==> src/rtl/game_pkg.sv <==
// game_pkg: shared FSM state type, screen geometry and colour constants for the sprite path
package game_pkg;
  typedef enum logic [1:0] {IDLE = 2'd0, PLOT = 2'd1, DONE = 2'd2} state_t;
  localparam int SCREEN_W = 160;
  localparam int SCREEN_H = 120;
  localparam int MAX_DIM_DEFAULT = 16;
  localparam logic [2:0] BLACK = 3'b000;
  localparam logic [2:0] GREEN = 3'b010;
endpackage

==> src/rtl/sprite_draw_scheduler_if.sv <==
// sprite_draw_scheduler_if: requester bus (req/rect/colour in, ack/done out) plus VGA pixel port
//   master: requesters + VGA sink side; slave: the scheduler
interface sprite_draw_scheduler_if #(parameter int NUM_REQ = 3);
  logic [NUM_REQ-1:0]   req;
  logic [NUM_REQ*8-1:0] req_x;
  logic [NUM_REQ*7-1:0] req_y;
  logic [NUM_REQ*5-1:0] req_w;
  logic [NUM_REQ*5-1:0] req_h;
  logic [NUM_REQ*3-1:0] req_colour;
  logic [NUM_REQ-1:0]   ack;
  logic [NUM_REQ-1:0]   done;
  logic                 busy;
  logic [7:0]           vga_x;
  logic [6:0]           vga_y;
  logic [2:0]           vga_colour;
  logic                 vga_plot;
  modport master (
    output req, req_x, req_y, req_w, req_h, req_colour,
    input  ack, done, busy, vga_x, vga_y, vga_colour, vga_plot
  );
  modport slave (
    input  req, req_x, req_y, req_w, req_h, req_colour,
    output ack, done, busy, vga_x, vga_y, vga_colour, vga_plot
  );
endinterface

==> src/rtl/rect_scanner.sv <==
// rect_scanner: raster col/row walker over a w x h rectangle with 9-bit screen clip test
//   i_start clears the walk, i_en advances one pixel (col inner, row outer)
//   o_col/o_row current offsets, o_last on the final pixel, o_in_range when (x+col, y+row) is on screen
module rect_scanner
  import game_pkg::*;
(
  input  logic       i_clk,
  input  logic       i_rst_n,
  input  logic       i_start,
  input  logic       i_en,
  input  logic [7:0] i_x,
  input  logic [6:0] i_y,
  input  logic [4:0] i_w,
  input  logic [4:0] i_h,
  output logic [4:0] o_col,
  output logic [4:0] o_row,
  output logic       o_last,
  output logic       o_in_range
);
  logic [4:0] r_col, r_row;
  logic       w_col_end;
  logic [8:0] w_px, w_py;
  always_comb begin
    w_col_end  = r_col == i_w - 5'd1;
    w_px       = 9'(i_x) + 9'(r_col);
    w_py       = 9'(i_y) + 9'(r_row);
    o_col      = r_col;
    o_row      = r_row;
    o_last     = w_col_end && r_row == i_h - 5'd1;
    o_in_range = w_px < 9'(SCREEN_W) && w_py < 9'(SCREEN_H);
  end
  always_ff @(posedge i_clk or negedge i_rst_n)
    if (!i_rst_n) begin
      r_col <= '0;
      r_row <= '0;
    end else if (i_start) begin
      r_col <= '0;
      r_row <= '0;
    end else if (i_en) begin
      r_col <= w_col_end ? 5'd0 : r_col + 5'd1;
      r_row <= w_col_end ? r_row + 5'd1 : r_row;
    end
endmodule

==> src/rtl/sprite_draw_scheduler.sv <==
// sprite_draw_scheduler: fixed-priority, non-preemptive rectangle fill scheduler driving a VGA plot port
//   CLOCK_50 clock, resetn async active-low reset
//   bus.req/req_* per-requester jobs; bus.ack grant pulse, bus.done completion pulse, bus.busy
//   bus.vga_x/vga_y/vga_colour/vga_plot one pixel per PLOT cycle, clipped pixels keep their cycle
module sprite_draw_scheduler
  import game_pkg::*;
#(
  parameter int NUM_REQ = 3,
  parameter int MAX_DIM = MAX_DIM_DEFAULT
) (
  input logic                  CLOCK_50,
  input logic                  resetn,
  sprite_draw_scheduler_if.slave bus
);
  localparam logic [1:0] S_IDLE = IDLE;
  localparam logic [1:0] S_PLOT = PLOT;
  localparam logic [1:0] S_DONE = DONE;
  localparam logic [4:0] DIM_SAT = MAX_DIM > 31 ? 5'd31 : 5'(MAX_DIM);
  localparam int IW = NUM_REQ > 1 ? $clog2(NUM_REQ) : 1;
  logic [1:0]         r_state;
  logic [NUM_REQ-1:0] r_gnt;
  logic [7:0]         r_x;
  logic [6:0]         r_y;
  logic [4:0]         r_w, r_h;
  logic [2:0]         r_colour;
  logic [NUM_REQ-1:0] w_gnt;
  logic [IW-1:0]      w_idx;
  logic               w_grant, w_plot, w_last, w_in_range;
  logic [4:0]         w_w_raw, w_h_raw, w_w, w_h, w_col, w_row;
  always_comb begin
    w_idx = '0;
    for (int i = NUM_REQ - 1; i >= 0; i--) if (bus.req[i]) w_idx = IW'(i);
    // isolate the lowest set request bit: index 0 wins
    w_gnt          = bus.req & (~bus.req + NUM_REQ'(1));
    w_grant        = r_state == S_IDLE && |bus.req;
    w_w_raw        = bus.req_w[w_idx*5 +: 5];
    w_h_raw        = bus.req_h[w_idx*5 +: 5];
    w_w            = w_w_raw > DIM_SAT ? DIM_SAT : w_w_raw;
    w_h            = w_h_raw > DIM_SAT ? DIM_SAT : w_h_raw;
    w_plot         = r_state == S_PLOT && w_in_range;
    // ack is combinational on req, so gate it so reset silences every output at once
    bus.ack        = resetn && w_grant ? w_gnt : '0;
    bus.done       = r_state == S_DONE ? r_gnt : '0;
    bus.busy       = r_state != S_IDLE;
    bus.vga_plot   = w_plot;
    bus.vga_x      = r_state == S_PLOT ? r_x + 8'(w_col) : 8'd0;
    bus.vga_y      = r_state == S_PLOT ? r_y + 7'(w_row) : 7'd0;
    bus.vga_colour = w_plot ? r_colour : 3'd0;
  end
  always_ff @(posedge CLOCK_50 or negedge resetn)
    if (!resetn) begin
      r_state  <= S_IDLE;
      r_gnt    <= '0;
      r_x      <= '0;
      r_y      <= '0;
      r_w      <= '0;
      r_h      <= '0;
      r_colour <= '0;
    end else if (w_grant) begin
      r_state  <= w_w == 5'd0 || w_h == 5'd0 ? S_DONE : S_PLOT;
      r_gnt    <= w_gnt;
      r_x      <= bus.req_x[w_idx*8 +: 8];
      r_y      <= bus.req_y[w_idx*7 +: 7];
      r_w      <= w_w;
      r_h      <= w_h;
      r_colour <= bus.req_colour[w_idx*3 +: 3];
    end else if (r_state == S_PLOT) begin
      r_state <= w_last ? S_DONE : S_PLOT;
    end else begin
      r_state <= S_IDLE;
    end
  rect_scanner u_scan (
    .i_clk      (CLOCK_50),
    .i_rst_n    (resetn),
    .i_start    (w_grant),
    .i_en       (r_state == S_PLOT),
    .i_x        (r_x),
    .i_y        (r_y),
    .i_w        (r_w),
    .i_h        (r_h),
    .o_col      (w_col),
    .o_row      (w_row),
    .o_last     (w_last),
    .o_in_range (w_in_range)
  );
endmodule

==> src/flat_wrapper.sv <==
// flat-port wrapper written by rule: the top's interface ports become plain ports
module sprite_draw_scheduler_flat import game_pkg::*;
#(
  parameter int NUM_REQ = 3,
  parameter int MAX_DIM = MAX_DIM_DEFAULT
)
  (CLOCK_50, resetn, bus_req, bus_req_x, bus_req_y, bus_req_w, bus_req_h, bus_req_colour, bus_ack, bus_done, bus_busy, bus_vga_x, bus_vga_y, bus_vga_colour, bus_vga_plot);
  sprite_draw_scheduler_if #(.NUM_REQ(NUM_REQ)) bus_i ();
  input logic CLOCK_50;
  input logic resetn;
  input wire logic [$bits(bus_i.req)-1:0] bus_req;
  input wire logic [$bits(bus_i.req_x)-1:0] bus_req_x;
  input wire logic [$bits(bus_i.req_y)-1:0] bus_req_y;
  input wire logic [$bits(bus_i.req_w)-1:0] bus_req_w;
  input wire logic [$bits(bus_i.req_h)-1:0] bus_req_h;
  input wire logic [$bits(bus_i.req_colour)-1:0] bus_req_colour;
  output wire logic [$bits(bus_i.ack)-1:0] bus_ack;
  output wire logic [$bits(bus_i.done)-1:0] bus_done;
  output wire logic [$bits(bus_i.busy)-1:0] bus_busy;
  output wire logic [$bits(bus_i.vga_x)-1:0] bus_vga_x;
  output wire logic [$bits(bus_i.vga_y)-1:0] bus_vga_y;
  output wire logic [$bits(bus_i.vga_colour)-1:0] bus_vga_colour;
  output wire logic [$bits(bus_i.vga_plot)-1:0] bus_vga_plot;
  assign bus_i.req = bus_req;
  assign bus_i.req_x = bus_req_x;
  assign bus_i.req_y = bus_req_y;
  assign bus_i.req_w = bus_req_w;
  assign bus_i.req_h = bus_req_h;
  assign bus_i.req_colour = bus_req_colour;
  assign bus_ack = bus_i.ack;
  assign bus_done = bus_i.done;
  assign bus_busy = bus_i.busy;
  assign bus_vga_x = bus_i.vga_x;
  assign bus_vga_y = bus_i.vga_y;
  assign bus_vga_colour = bus_i.vga_colour;
  assign bus_vga_plot = bus_i.vga_plot;
  sprite_draw_scheduler #(.NUM_REQ(NUM_REQ), .MAX_DIM(MAX_DIM)) u_core (.CLOCK_50(CLOCK_50), .resetn(resetn), .bus(bus_i));
endmodule
==> config.mk <==
export PLATFORM = sky130hd
export DESIGN_NAME = sprite_draw_scheduler_flat
export DESIGN_NICKNAME = d
export VERILOG_FILES = /design/src/rtl/game_pkg.sv /design/src/rtl/sprite_draw_scheduler_if.sv /design/src/rtl/rect_scanner.sv /design/src/rtl/sprite_draw_scheduler.sv /design/src/flat_wrapper.sv
export SDC_FILE = /design/constraint.sdc
export NUM_CORES = 1
export LEC_CHECK = 0
export ABC_AREA = 1
export CAP_MARGIN = 0
export CORE_ASPECT_RATIO = 0.5
export CORE_MARGIN = 3
export CORE_UTILIZATION = 40
export CTS_CLUSTER_SIZE = 30
export DETAILED_ROUTE_END_ITERATION = 6
export DONT_BUFFER_PORTS = 1
export SYNTH_ARGS = -nofsm -noshare
export SYNTH_HDL_FRONTEND = slang
export SYNTH_HIERARCHICAL = 1
export SYNTH_SLANG_ARGS = --single-unit
==> constraint.sdc <==
create_clock -name CLOCK_50 -period 2.3 [get_ports CLOCK_50]
set_input_delay 0.115 -clock CLOCK_50 [delete_from_list [all_inputs] [get_ports CLOCK_50]]
set_output_delay 0.115 -clock CLOCK_50 [all_outputs]
set_load 0.01 [all_outputs]
==> results by group, run 1 <==
Global routing
  – Largest net degree at the start of global routing: 44
  – Initial antenna violation count: 0
  – Wire length of the first global-routing pass: 16.85 mm
  – Vias in the first global route: 3144
  – Grt ovf: 0
  – Global Route Usage Sum: 20.87%

Cells and area
  – FF/Latch Area: 1079 µm²
  – Fillers: 878
  – Area Growth Syn to Fin: 8.302%
  – Antenna diodes: 0
  – Fraction of layout cells with a size suffix above 1: 9.779%
  – Multi-input combinational cell area: 2207 µm²
  – Final Non-Filler Cells: 654
  – Fin nets: 654

Setup path
  – Arrival time of the worst setup path: 2.05 ns
  – R2r worst-path depth: 12
  – Crit end category: primary output
  – CP Cell Sequence: ha_1, fa_1, nand3_1, nand2_1, nand2_1, inv_1, o21ai_1, nor2_1, nor2_2
  – Reg2reg end: u_core/r_state[0]$_DFF_PN0_
  – Crit path max fanout: 7
  – Critical Path Slowest Stage Cell: dfrtp_2
  – Crit path kind: reg -> out
  – Reg2reg setup slack: 0.49 ns
  – CP top delay family: adder cells
  – Worst setup SP type: register
  – Bufs and invs on worst path: 1
  – Cell mode on critical path: nand2_1
  – Max stage delay on crit path: 0.45 ns
  – R2r startpoint: u_core/r_w[0]$_DFFE_PN0P_
  – CP required: 2.18 ns

Synthesis
  – Yosys synthesis warning count: 6
  – Seq cells post-synth: 43
  – Synth Instances: 542
  – Synthesized net count: 655
  – Post-synthesis adder-cell area fraction: 8.717%
  – Post-Syn Area per Cell: 6.674 µm²
  – Sequential share of the synthesized area: 29.75%
  – Multiplexer area fraction after synthesis: 0%
  – Compound-Gate Fraction of Synth Area: 13.94%
  – Post-synthesis simple-gate area fraction: 34.45%
  – Synthesized area: 3617 µm²
  – Largest family of logic cells by synthesized area: simple AND/OR/NAND/NOR gates
  – Synth unique cells: 33
  – Post-Synth XOR/XNOR Area: 3.390%

STA
  – Hold Slack: 0.004092 ns
  – # setup viols final: 0
  – Layout Skew: 0.003487 ns
  – Fmax achieved: 461.2 MHz
  – Fin crit share: 94.27%
  – Max-slew violation count: 0
  – Min Clock Period, post-route: 2.168 ns
  – Worst-Margin Slew: 0.5398 ns
  – Hold Fails Final Rpt: 0
  – Rel. slew slack: 63.93%

Hold path
  – Hold endpoint: u_core/r_colour[1]$_DFFE_PN0P_
  – Hold Crit Depth: 2
  – Worst hold-check path type: in -> reg
  – Hold_sp: bus_req_colour[7]

Power
  – Sw Share: 49.94%
  – Gate power share: 56.5%
  – Power density over the cells: 1336 nW/µm²
  – Lkg Pwr: 2.075 nW
  – Peak supply drop: 0.4651 mV
  – Internal power: 0.002620 W
  – Clk pwr share: 14.6%
  – Seq pwr share: 28.9%
  – Switching pwr: 0.002614 W

Outcome
  – Status: finished clean

Drt
  – Vias/cell: 5.318
  – DR iter-0 viols: 252
  – Vias: 3478
  – Final antenna-violating net count: 0
  – Wl on met1: 5.617 mm
  – Top Layer Used: met4
  – Metal3 WL: 769 µm
  – Remaining DRCs: 0
  – Total Wirelength: 10.54 mm
  – Met2 wire len: 4.090 mm
  – Per-cell routed wire length: 16.11 µm
  – Drt pass-1 iters: 4

Floorplanning
  – Die Span X: 140.5 µm
  – Area of the core: 8374 µm²
  – Io pins: 115
  – Die area: 10290 µm²
  – FP Rows: 23
  – Die height: 73.24 µm
  – Starting Density: 43.19%

Placed design
  – Placed cells: 643
  – GPL Wtd Cong: 0.9118
  – IO Port Bufs: 0
  – Post-DP HPWL: 8.027 mm

Clocking
  – Sink Count: 43
  – CTS tree: built
  – Reg clk slew, reported paths: 0.06 ns
  – Post-CTS Setup Bufs: 0
  – CTS Buf Count: 5
  – Clk_lat worst skew: 0.29 ns
  – CTS H-tree depth: 2
  – Clock Tree Buf Depth: 2
  – Root Buffer: clkbuf_16

Flow run
  – Maxcap violations: 0
cells in the final DEF, fill, tap and decap left out, drive strengths merged, types with 2 or more instances in the layout:
cell type / netlist / final
xor2: 7 / 7
buf: 12 / 6
fa: 2 / 2
a21oi: 41 / 41
nand2: 179 / 179
o21ai: 36 / 36
nor3: 4 / 4
nor2: 54 / 54
or2: 2 / 2
nand3b: 3 / 3
a22o: 4 / 4
o211ai: 8 / 8
dfrtp: 43 / 43
dlygate4sd3: 0 / 2
ha: 22 / 22
inv: 64 / 64
clkbuf: 4 / 7
nand3: 40 / 40
xnor2: 7 / 7
nand4: 7 / 7
power by group through the flow:
stage	sequential, W	combinational [W]	clock [W]
after detailed placement	0.00151	0.00287	0
after global routing	0.00156	0.00339	0.000814
after global placement	0.00150	0.00287	0
after CTS	0.00150	0.00291	0.000780
final	0.00151	0.00296	0.000767
after floorplan	0.00137	0.00226	0
cells in the mapped netlist:
library cell | instances | area share, %
xor2_1 | 7 | 1.7
nand3_1 | 38 | 5.3
nand2_4 | 3 | 0.93
fa_1 | 2 | 1.1
nor3_1 | 4 | 0.55
buf_6 | 3 | 0.93
o21ai_0 | 22 | 3.0
o21ai_1 | 12 | 1.7
o211ai_1 | 8 | 1.7
nor2_2 | 6 | 1.0
a22o_1 | 4 | 0.97
nand4_1 | 7 | 1.2
nor2_4 | 1 | 0.31
dfrtp_1 | 43 | 30
o21ai_2 | 2 | 0.48
inv_1 | 58 | 6.0
inv_4 | 1 | 0.17
nand2_1 | 169 | 18
xnor2_1 | 7 | 1.7
buf_4 | 5 | 1.0
nand3_2 | 2 | 0.55
nor2_1 | 47 | 4.9
or2_2 | 2 | 0.35
a21oi_1 | 41 | 5.7
clkbuf_1 | 4 | 0.41
a31o_2 | 1 | 0.24
nand3b_1 | 3 | 0.62
a21boi_0 | 1 | 0.21
clkinv_1 | 1 | 0.10
nand2_2 | 7 | 1.2
ha_1 | 22 | 7.6
inv_2 | 5 | 0.52
buf_2 | 4 | 0.55
metrics by stage:
step	utilization, %	total power, W	instance area [µm²]	setup WS (ns)	TNS, ns
final	46.78	0.005235	3918	0.1319	0
after global routing	46.78	0.005762	3918	-0.009097	-0.009554
after CTS	46.53	0.005186	3896	0.01910	0
after detailed placement	44.05	0.004374	3689	0.3437	0
after global placement	44.05	0.004370	3689	0.3755	0
after floorplan	-	0.003628	3617	0.4885	0
sequential cells by signal, indices dropped and copies added (netlist names):
| signal | flops |
|---|---|
| u_core/r_y | 7 |
| u_core/r_w | 5 |
| u_core/r_state | 2 |
| u_core/u_scan/o_col | 5 |
| u_core/r_colour | 3 |
| u_core/r_h | 5 |
| u_core/r_gnt | 3 |
| u_core/u_scan/o_row | 5 |
| u_core/r_x | 8 |
worst max path at each step:
stage | startpoint | end | cells after the start
5_1_grt | u_core/u_scan/o_col[0]$_DFFE_PN0P_ | bus_vga_x[6] | 9
3_3_place_gp | u_core/u_scan/o_col[0]$_DFFE_PN0P_ | bus_vga_x[6] | 9
2_1_floorplan | u_core/u_scan/o_col[0]$_DFFE_PN0P_ | bus_vga_x[6] | 9
3_5_place_dp | u_core/u_scan/o_col[0]$_DFFE_PN0P_ | bus_vga_x[6] | 9
4_1_cts | u_core/u_scan/o_col[0]$_DFFE_PN0P_ | bus_vga_x[6] | 9
6_report | u_core/u_scan/o_col[0]$_DFFE_PN0P_ | bus_vga_x[6] | 9
final cells by class:
type                            count  share of cell area (%)
Clock buffer                        7                   3.897
Clock inverter                      1                  0.1916
Tap cell                          112                   3.577
Timing Repair Buffer                8                   2.172
Inverter                           65                   6.292
Sequential cell                    43                   27.53
Multi-Input combinational cell    418                   56.34
kinds of logic after synthesis:
kind of cell | count (synthesis)
adder cells (fa/ha/maj) | 24
AO/OA/AOI/OAI | 91
AND/OR/NAND/NOR | 289
XOR/XNOR | 14
flip-flops | 43
buffers and inverters | 81
what timing repair did:
| item | in CTS | in global routing |
|---|---|---|
| setup endpoints to repair | 0 | 6 |
| resized for setup | 0 | 10 |
| endpoints found under the hold margin | 44 | 0 |
| hold buffers | 3 | 0 |
per-layer routing:
metal,vias up,GRT usage [%]
met5,-,0
met2,116,28.44
li1,1746,-
met4,0,3.545
met3,6,5.301
met1,1610,32.94
Note: power is estimated with default switching activity, not from simulation.
==> run 2: changes to the inputs <==
--- a/config.mk
+++ b/config.mk
@@ -5,7 +5,7 @@
 export SDC_FILE = /design/constraint.sdc
 export NUM_CORES = 1
 export LEC_CHECK = 0
-export ABC_AREA = 1
+export ABC_AREA = 0
 export CAP_MARGIN = 0
 export CORE_ASPECT_RATIO = 0.5
 export CORE_MARGIN = 3
==> results by group, run 2 <==
Cells and area
  – Max FFs per register: 8 (unchanged)
  – Most frequent standard cell in the layout excluding fill and tap cells: nand2_1
  – Fin nets: 537 (-18%)
  – Top Registers: u_core/r_x: 8 flops, u_core/r_y: 7 flops
  – Final Non-Filler Cells: 537 (-18%)
  – Reg with most FFs: u_core/r_x
  – Most frequent cells in the layout: nand2_1 (79), a21oi_1 (49), dfrtp_1 (38)
  – Antenna diodes: 0 (unchanged)
  – Fillers: 826 (-5.9%)
  – Fraction of layout cells with a size suffix above 1: 16.94% (+7.2 points)
  – Area Growth Syn to Fin: 14.84%

Placed design
  – IO Port Bufs: 0 (unchanged)
  – Post-DP HPWL: 6.886 mm (-14%)
  – Dpl ws: 0.1873 ns (-0.1564 ns)
  – GPL Wtd Cong: 0.8070 (-11%)
  – Placed cells: 522 (-19%)

Synthesis
  – Synthesized area: 3398 µm² (-6.1%)
  – Most frequent cells after synthesis: nand2_1 (79), a21oi_1 (57), dfrtp_1 (43)
  – Sequential share of the synthesized area: 31.66% (+1.9 points)
  – Most common cell in the netlist: nand2_1
  – Fraction of registers with async set/reset: 100.0% (unchanged)
  – Yosys top cell area share: 31.66% (+1.9 points)
  – Main flop type after synthesis: dfrtp_1
  – Seq cells post-synth: 43 (unchanged)
  – Post-Syn Area per Cell: 8.130 µm² (+22%)
  – Synth unique cells: 51 (+55%)
  – Number of synthesized flops with an enable pin: 0 (unchanged)
  – Synth area leaders: dfrtp_1 (32%), nand2_1 (8.7%), a21oi_1 (8.4%), ha_1 (8.1%), o21ai_1 (3.1%)
  – Post-synth top area cell: dfrtp_1
  – Synthesized net count: 531 (-19%)
  – Yosys synthesis warning count: 6 (unchanged)
  – Synth Instances: 418 (-23%)

Hold path
  – Worst hold-check path type: in -> reg
  – Hold_sp: bus_req_y[18]

STA
  – Min Clock Period, post-route: 2.214 ns (+0.04622 ns)
  – # setup viols final: 0 (unchanged)
  – Fin crit share: 96.28% (+2.0 points)
  – Fmax achieved: 451.6 MHz (-2.1%)
  – Hold Fails Final Rpt: 0 (unchanged)
  – Worst-Margin Slew: 0.7904 ns (+0.2507 ns)
  – PnR worst setup slack: 0.08564 ns (-0.04622 ns)
  – Rel. slew slack: 47.20% (-17 points)
  – Max-slew violation count: 0 (unchanged)
  – Layout Skew: 0.002259 ns (-0.001228 ns)

Global routing
  – Vias in the first global route: 2810 (-11%)
  – Global Route Usage Sum: 19.56% (-1.3 points)
  – Initial antenna violation count: 1 (+1)
  – Wire length of the first global-routing pass: 14.90 mm (-12%)
  – Grt ovf: 0 (unchanged)
  – Largest net degree at the start of global routing: 57 (+30%)

Drt
  – DR iter-0 viols: 155 (-38%)
  – Final antenna-violating net count: 0 (unchanged)
  – Drt pass-1 iters: 5 (+1)
  – Remaining DRCs: 0 (unchanged)
  – Vias/cell: 5.685 (+6.9%)
  – Vias: 3053 (-12%)
  – Total Wirelength: 9.529 mm (-9.6%)
  – Per-cell routed wire length: 17.74 µm (+10%)

Clocking
  – Clk_lat worst skew: 0.29 ns (about the same)
  – CTS H-tree depth: 2 (unchanged)
  – Root Buffer: clkbuf_16
  – Clock Tree Buf Depth: 2 (unchanged)
  – CTS tree: built
  – CTS Buf Count: 5 (unchanged)
  – Reg clk slew, reported paths: 0.06 ns (about the same)
  – Sink Count: 43 (unchanged)

Floorplanning
  – FP Rows: 23 (unchanged)
  – Starting Density: 41.87% (-1.3 points)
  – Io pins: 115 (unchanged)
  – Die Span X: 136.4 µm (-2.9%)
  – Die height: 71.18 µm (-2.8%)
  – Area of the core: 8115 µm² (-3.1%)
  – Die area: 9705 µm² (-5.7%)

Power
  – Lkg Pwr: 1.659 nW (-20%)
  – Peak supply drop: 0.4518 mV (-2.9%)
  – Power density over the cells: 1247 nW/µm² (-6.7%)

Setup path
  – Worst Setup SP: u_core/r_x[0]$_DFFE_PN0P_
  – R2r startpoint: u_core/r_w[0]$_DFFE_PN0P_
  – Arrival time of the worst setup path: 2.10 ns (+0.05 ns)
  – Crit end category: primary output
  – Crit path max fanout: 2 (-5)
  – Crit path kind: reg -> out
  – Worst setup SP type: register
  – CP required: 2.18 ns (about the same)

Flow run
  – Maxcap violations: 0 (unchanged)

Outcome
  – Status: finished clean
run 2: cell types whose count changed after synthesis, sizes merged, moves of 7 or more:
cell	change
inv	-53
o31ai	+13
nand2	-100
nor2b	+11
a21oi	+16
nor2	-40
nand3	-36
o21ai	-8
o211ai	-7
and2	+9
run 2: critical path, stage by stage, from the launching register on:
cell and delay, ns:
dfrtp_1 0.41, ha_2 0.21, fa_2 0.35, a21o_1 0.20, a21oi_2 0.13, nor2b_1 0.08, o21ai_1 0.16, xor2_1 0.21
nor2_2 0.07
run 2: metal layers:
layer	vias to the layer above	part of all wire, %	track usage, %
met5	-	0	0
met3	6	6.9	3.480
li1	1508	-	-
met2	118	39	25.42
met1	1421	53	32.83
met4	0	0.64	3.799
run 2: cell type report:
| cell class | count | area (µm²) | area share (%) |
|---|---|---|---|
| clock inverters | 2 | 16.27 | 0.4168 |
| well taps | 112 | 140.1 | 3.591 |
| flip-flops and latches | 43 | 1082 | 27.73 |
| multi-input cells | 339 | 2273 | 58.26 |
| inverters | 13 | 48.80 | 1.250 |
| clock buffers | 6 | 138.9 | 3.559 |
| repair buffers | 22 | 202.7 | 5.194 |
run 2: per-stage QoR:
stage | util (%) | total power, W | TNS [ns] | instance area (µm²) | hold slack [ns]
finish | 48.09 | 0.004865 | 0 | 3902 | 0.005973
global route | 48.09 | 0.005293 | -0.1274 | 3902 | 0.009052
CTS | 46.64 | 0.004650 | -0.004696 | 3785 | 0.006907
detailed placement | 43.69 | 0.003814 | 0 | 3546 | -0.1787
global placement | 43.69 | 0.003777 | 0 | 3546 | -0.1786
floorplan | - | 0.003198 | 0 | 3398 | -0.1806
run 2: repair_timing:
item | CTS | global route
buffers inserted | 1 | 3
hold buffers | 3 | 0
gates cloned | 0 | 0
setup endpoints to repair | 8 | 10
pin swaps | 3 | 10
hold endpoints to repair | 44 | 0
resized for setup | 9 | 23
run 2: kinds of logic (layout without fill, tap and decap cells):
family | count (synthesis) | after routing | synth area share (%)
adders and majority gates | 24 | 24 | 9.278
xor gates and xnor gates | 22 | 22 | 5.670
DFF | 43 | 43 | 31.66
AOI/OAI and AO/OA | 140 | 140 | 26.62
and+or+nand+nor | 151 | 151 | 21.13
muxes | 2 | 2 | 0.6627
buffers and inverters | 36 | 43 | 4.970
run 2: worst paths after layout:
path	endpoint	slack [ns]	depth (start not counted)
min in group asynchronous	u_core/u_scan/o_row[2]$_DFFE_PN0P_	0.34	2
max in group asynchronous	u_core/u_scan/o_col[4]$_DFFE_PN0P_	1.74	2
setup reg to reg	u_core/u_scan/o_row[3]$_DFFE_PN0P_	0.29	6
hold reg to reg	u_core/r_gnt[1]$_DFFE_PN0P_	0.48	2
setup / recovery	bus_vga_x[6]	0.09	8
hold / removal	u_core/r_y[4]$_DFFE_PN0P_	0.006	2
run 2: power breakdown:
group	switching [W]	internal, W
clock	0.000313	0.000434
sequential	0.000377	0.00107
combinational	0.00153	0.00114
